===== src/rtl/ps2_pkg.sv =====
// Shared PS/2 definitions: host-writer state encoding, frame bit counts and parity helper.
package ps2_pkg;

  typedef enum logic [2:0] {
    IDLE,
    INHIBIT,
    REQ,
    SEND,
    ACK,
    WAITIDLE
  } state_t;

  localparam int         DATA_BITS = 8;
  localparam logic [3:0] STOP_EDGE = 4'd10;
  localparam logic [3:0] ACK_EDGE  = 4'd11;

  // PS/2 frames carry odd parity: the parity bit makes the count of ones odd.
  function automatic logic odd_parity(input logic [7:0] b);
    return ~^b;
  endfunction

endpackage


===== src/rtl/ps2_edge_sync.sv =====
// Two-flop synchronizer for one PS/2 line plus a falling-edge pulse on the synchronized value.
module ps2_edge_sync (
  input  logic clk,
  input  logic rst,
  input  logic line,
  output logic sync,
  output logic fall
);

  logic meta;
  logic sync_d;

  // Idle PS/2 lines float high, so reset to 1 avoids a spurious edge.
  always_ff @(posedge clk) begin
    if (rst) begin
      meta   <= 1'b1;
      sync   <= 1'b1;
      sync_d <= 1'b1;
    end else begin
      meta   <= line;
      sync   <= meta;
      sync_d <= sync;
    end
  end

  assign fall = sync_d & ~sync;

endmodule


===== src/rtl/ps2_host_writer.sv =====
// PS/2 host-to-device byte transmitter: inhibit, request-to-send, bit shifting on device clock, ACK check, timeout.
module ps2_host_writer
  import ps2_pkg::*;
#(
  parameter int INHIBIT_CYCLES = 2400,
  parameter int TIMEOUT_CYCLES = 360000
) (
  input  logic       clk,
  input  logic       rst,
  input  logic       ps2clk_ext,
  input  logic       ps2data_ext,
  output logic       ps2clk_oe,
  output logic       ps2data_oe,
  input  logic [7:0] data,
  input  logic       dataload,
  output logic       ps2busy,
  output logic       ps2error
);

  localparam int IW = $clog2(INHIBIT_CYCLES + 1);
  localparam int TW = $clog2(TIMEOUT_CYCLES + 1);
  localparam logic [IW-1:0] INH_LAST = IW'(INHIBIT_CYCLES - 1);
  localparam logic [TW-1:0] TO_LAST  = TW'(TIMEOUT_CYCLES - 1);

  state_t        state;
  logic [IW-1:0] inh_cnt;
  logic [TW-1:0] to_cnt;
  logic [3:0]    bit_cnt;
  logic [7:0]    byte_q;
  logic          parity_q;

  logic clk_sync;
  logic clk_fall;
  logic data_sync;
  logic data_fall_unused;
  logic [3:0] edge_num;

  ps2_edge_sync u_clk_sync (
    .clk  (clk),
    .rst  (rst),
    .line (ps2clk_ext),
    .sync (clk_sync),
    .fall (clk_fall)
  );

  // The data line's falling edge has no use on the transmit side.
  ps2_edge_sync u_data_sync (
    .clk  (clk),
    .rst  (rst),
    .line (ps2data_ext),
    .sync (data_sync),
    .fall (data_fall_unused)
  );

  // Number of the falling edge currently being detected (1-based).
  assign edge_num = bit_cnt + 4'd1;

  always_ff @(posedge clk) begin
    if (rst) begin
      state      <= IDLE;
      ps2clk_oe  <= 1'b0;
      ps2data_oe <= 1'b0;
      ps2busy    <= 1'b0;
      ps2error   <= 1'b0;
      inh_cnt    <= '0;
      to_cnt     <= '0;
      bit_cnt    <= '0;
      byte_q     <= '0;
      parity_q   <= 1'b0;
    end else begin
      if (state != IDLE) begin
        to_cnt <= to_cnt + 1'b1;
      end

      case (state)
        IDLE: begin
          if (dataload && !ps2busy) begin
            byte_q     <= data;
            parity_q   <= odd_parity(data);
            ps2error   <= 1'b0;
            ps2busy    <= 1'b1;
            ps2clk_oe  <= 1'b1;
            ps2data_oe <= 1'b0;
            inh_cnt    <= '0;
            to_cnt     <= '0;
            bit_cnt    <= '0;
            state      <= INHIBIT;
          end
        end

        INHIBIT: begin
          if (inh_cnt == INH_LAST) begin
            ps2data_oe <= 1'b1;
            state      <= REQ;
          end else begin
            inh_cnt <= inh_cnt + 1'b1;
          end
        end

        REQ: begin
          ps2clk_oe <= 1'b0;
          state     <= SEND;
        end

        SEND: begin
          if (clk_fall) begin
            bit_cnt <= edge_num;
            if (edge_num <= 4'(DATA_BITS)) begin
              ps2data_oe <= ~byte_q[bit_cnt[2:0]];
            end else if (edge_num == STOP_EDGE) begin
              ps2data_oe <= 1'b0;
              state      <= ACK;
            end else begin
              ps2data_oe <= ~parity_q;
            end
          end
        end

        ACK: begin
          if (clk_fall && edge_num == ACK_EDGE) begin
            bit_cnt  <= edge_num;
            ps2error <= data_sync;
            state    <= WAITIDLE;
          end
        end

        WAITIDLE: begin
          if (clk_sync && data_sync) begin
            ps2busy <= 1'b0;
            state   <= IDLE;
          end
        end

        default: state <= IDLE;
      endcase

      // Timeout overrides whatever the state logic chose this cycle.
      if (state != IDLE && to_cnt == TO_LAST) begin
        ps2clk_oe  <= 1'b0;
        ps2data_oe <= 1'b0;
        ps2busy    <= 1'b0;
        ps2error   <= 1'b1;
        state      <= IDLE;
      end
    end
  end

endmodule


===== config.mk =====
export PLATFORM = sky130hd
export DESIGN_NAME = ps2_host_writer
export DESIGN_NICKNAME = d
export VERILOG_FILES = /design/src/rtl/ps2_pkg.sv /design/src/rtl/ps2_edge_sync.sv /design/src/rtl/ps2_host_writer.sv
export SDC_FILE = /design/constraint.sdc
export NUM_CORES = 1
export LEC_CHECK = 0
export BUFFER_PORTS_ARGS = -buffer_cell sky130_fd_sc_hd__buf_2
export CAP_MARGIN = 20
export CORE_MARGIN = 2
export CORE_UTILIZATION = 63
export CTS_BUF_LIST = sky130_fd_sc_hd__clkbuf_2
export CTS_CLUSTER_DIAMETER = 80
export DETAILED_ROUTE_END_ITERATION = 6
export GPL_TIMING_DRIVEN = 0
export PLACE_DENSITY = 0.92
export SETUP_SLACK_MARGIN = 0.1
export SLEW_MARGIN = 20
export SYNTH_ARGS = -nofsm -noshare
export SYNTH_HDL_FRONTEND = slang
export SYNTH_SLANG_ARGS = --single-unit

===== constraint.sdc =====
create_clock -name clk -period 2.57 [get_ports clk]
set_clock_uncertainty 0.15 [all_clocks]
set_input_delay 0.3855 -clock clk [delete_from_list [all_inputs] [get_ports clk]]
set_output_delay 0.3855 -clock clk [all_outputs]
set_load 0.05 [all_outputs]

==> flow_summary.json <==
{
  "synth_nets": 363,
  "multi_input_area_sq_um": 1670,
  "status": "finished clean",
  "drc": 0,
  "avgSynthCellArea_sq_um": 8.42,
  "cap_violations": 0,
  "area_delta_synth_final_pct": 9.89,
  "synth_mux_area_share_pct": 6.35,
  "dieArea_sq_um": 5160,
  "path_delay_family": "simple AND/OR/NAND/NOR gates",
  "final-hold-violation-count": 0,
  "clk_latency_ps": 470,
  "rsz0062_at_grt": "true",
  "synth_top_family_by_area": "simple AND/OR/NAND/NOR gates",
  "setup-tns-final_ps": 0,
  "slew_headroom_pct": 56.4,
  "synth_ff_type": "dfxtp_1",
  "hold_class": "in -> reg",
  "finalCriticalPeriod_ps": 2320,
  "critical_path_class": "reg -> reg",
  "ios": 17,
  "num_rows": 24,
  "grt_max_degree": 18,
  "clockBufferDepth": 2,
  "ys_seq_elements": 56,
  "power.switching_w": 0.00110,
  "antenna_found_initial": 0,
  "drt_iter0_markers": 159,
  "synth-compound-area-share_pct": 11.2,
  "synthSimpleGateAreaFrac_pct": 30.4,
  "critPathBufInv": 1,
  "fin_crit_sh_pct": 90.4,
  "synth_area_sq_um": 2900,
  "power_density_nw_per_um2": 816,
  "drive_above_1_share_pct": 14.9,
  "power_frac_seq_pct": 40.6,
  "cts_buffers": 5,
  "gp_congestion": 0.885,
  "grt_pass1_wl_microns": 10700,
  "n_fill_cell": 313,
  "cts.sinks": 56,
  "antennaDiodeCount": 0,
  "htreeDepth": 2,
  "pre_cts_slack_ps": 161,
  "synthDistinctLibCells": 56,
  "coreArea_sq_um": 4380,
  "ir_drop_mv": 0.557,
  "hpwlAfterDp_microns": 4410,
  "clkTransAtPathRegs_ps": 300,
  "die_y_microns": 71.8,
  "arrival_ps": 2540,
  "ys_warn_count": 0,
  "intPower_w": 0.00149,
  "clkPwrFrac_pct": 13.4,
  "tightest_slew_ps": 649,
  "first_pass_iters": 4,
  "wl_microns": 6170,
  "slowest_delay_ps": 450,
  "overflow": 0,
  "dieWidth_microns": 71.8,
  "fmax_mhz": 430,
  "synthXorXnorAreaFrac_pct": 6.65,
  "async_flop_share_pct": 0,
  "cts-root-buf": "clkbuf_2",
  "start_kind": "register",
  "postCtsSetupBuffers": 0,
  "crit_required_ps": 2790,
  "grt_usage_pct": 26.1,
  "viasPerCell": 5.98,
  "wl_per_cell_microns": 14.4,
  "yosysSeqAreaShare_pct": 38.7,
  "cts_tree": "yes",
  "power_frac_comb_pct": 46.0,
  "p_leak_nw": 1.15,
  "worst_slack_ps": 247,
  "end_kind": "register",
  "crit_path_top_delay_cell": "dfxtp_1",
  "vias": 2561,
  "setup_viol": 0,
  "drv_slew": 0,
  "postRouteAntennaNets": 0,
  "synth_edf_count": 0,
  "grt_pass1_vias": 2436,
  "syn_inst": 344,
  "synthAdderAreaFrac_pct": 2.59,
  "seqCellArea_sq_um": 1120,
  "path_max_fanout": 10,
  "fin_nets": 395,
  "path_cells": "nor3_2 > nand2_1 > nand2b_1 > clkbuf_1 > nor2_1",
  "start_util_pct": 66.1,
  "io_buffers": 16,
  "switching_share_pct": 42.5
}
worst register-to-register path, stage by stage, from the launching register on:
cell and delay, ps:
dfxtp_1 450, nor3_2 440, nand2_1 350, nand2b_1 290
clkbuf_1 420, nor2_1 110
cell families (layout without fill, tap and decap cells):
| kind of cell | count (synthesis) | count (layout) |
|---|---|---|
| DFF | 56 | 56 |
| muxes | 15 | 15 |
| buffers and inverters | 22 | 54 |
| adders and majority gates | 6 | 6 |
| AOI/OAI and AO/OA | 50 | 50 |
| xor gates and xnor gates | 22 | 22 |
| and+or+nand+nor | 173 | 173 |
sequential cells by signal, summed over array words and instances, names as in the netlist:
register	cells
bit_cnt	4
byte_q	8
inh_cnt	12
parity_q	1
ps2busy	1
ps2clk_oe	1
ps2data_oe	1
ps2error	1
state	3
to_cnt	19
u_clk_sync.meta	1
u_clk_sync.sync	1
u_clk_sync.sync_d	1
u_data_sync.meta	1
u_data_sync.sync	1
area by class of cell:
type,instances,share of cell area (%)
Buffer,16,2.99
Clock buffer,5,0.786
Clock inverter,2,0.511
Inverter,6,0.707
Multi-Input combinational cell,266,52.4
Sequential cell,56,35.2
Tap cell,52,2.04
Timing Repair Buffer,25,5.34
power by group through the flow:
stage               Sequential (W)  Clock [W]  Combinational [W]
finish                     0.00105   0.000349            0.00119
global route               0.00107   0.000387            0.00130
CTS                        0.00105   0.000351            0.00117
detailed placement         0.00106          0            0.00115
global placement           0.00106          0            0.00113
floorplan                  0.00112          0           0.000852
layer usage:
layer,vias to the layer above,track usage [%],routed length [microns]
met4,0,10.1,138
met5,-,0,0
met2,81,45.0,3070
li1,1257,-,-
met1,1209,32.8,2700
met3,14,4.36,269
stage by stage:
| stage | total power [W] | instances | hold WS, ps | utilization, % | instance area [sq um] |
|---|---|---|---|---|---|
| 6_report | 0.00260 | 428 | 31.8 | 72.6 | 3180 |
| 5_1_grt | 0.00275 | 428 | 9.57 | 72.6 | 3180 |
| 4_1_cts | 0.00257 | 428 | 13.8 | 72.4 | 3170 |
| 3_5_place_dp | 0.00222 | 412 | 246 | 69.4 | 3040 |
| 3_3_place_gp | 0.00218 | 412 | 244 | 69.4 | 3040 |
| 2_1_floorplan | 0.00197 | 344 | 239 | - | 2900 |
final timing paths:
path / startpoint / end / slack, ps / depth (start not counted)
setup / recovery: state[2] / to_cnt[4] / 250 / 5
hold / removal: data[2] / byte_q[2] / 30 / 3
setup reg to reg: state[2] / to_cnt[4] / 250 / 5
hold reg to reg: u_clk_sync.meta / u_clk_sync.sync / 300 / 1
cells in the final DEF (no fill, tap or decap), types with 4 or more instances in the layout:
cell type and n:
dfxtp_1 56, nor2_1 47, nand2_1 41, a21oi_1 23, buf_2 17, nand3_1 16, xnor2_1 13, clkbuf_1 9
xor2_1 9, dlygate4sd3_1 9, nand4_1 8, nor3_1 8, clkbuf_2 7, nand2b_1 7, and3_1 7, mux2_2 7
inv_1 6, mux2i_1 6, ha_1 6, nor2b_1 5, o21ai_0 5, or2_2 5, nand3b_1 4
synth_stat cells (all sizes together), types with 7 or more instances:
| master | instances | area, sq um |
|---|---|---|
| a21oi | 23 | 115 |
| and3 | 8 | 51.3 |
| clkbuf | 13 | 71.3 |
| dfxtp | 56 | 1120 |
| mux2 | 7 | 78.8 |
| nand2 | 41 | 154 |
| nand2b | 7 | 43.8 |
| nand3 | 16 | 80.1 |
| nand4 | 8 | 50.1 |
| nor2 | 48 | 183 |
| nor3 | 11 | 66.3 |
| o21ai | 8 | 43.8 |
| xnor2 | 13 | 114 |
| xor2 | 9 | 78.8 |
what timing repair did:
action	4_1_cts	5_1_grt
hold buffers	9	0
setup endpoints to repair	0	22
endpoints found under the hold margin	9	0
gates resized for setup	0	4
(Power assumes the default switching activity.)
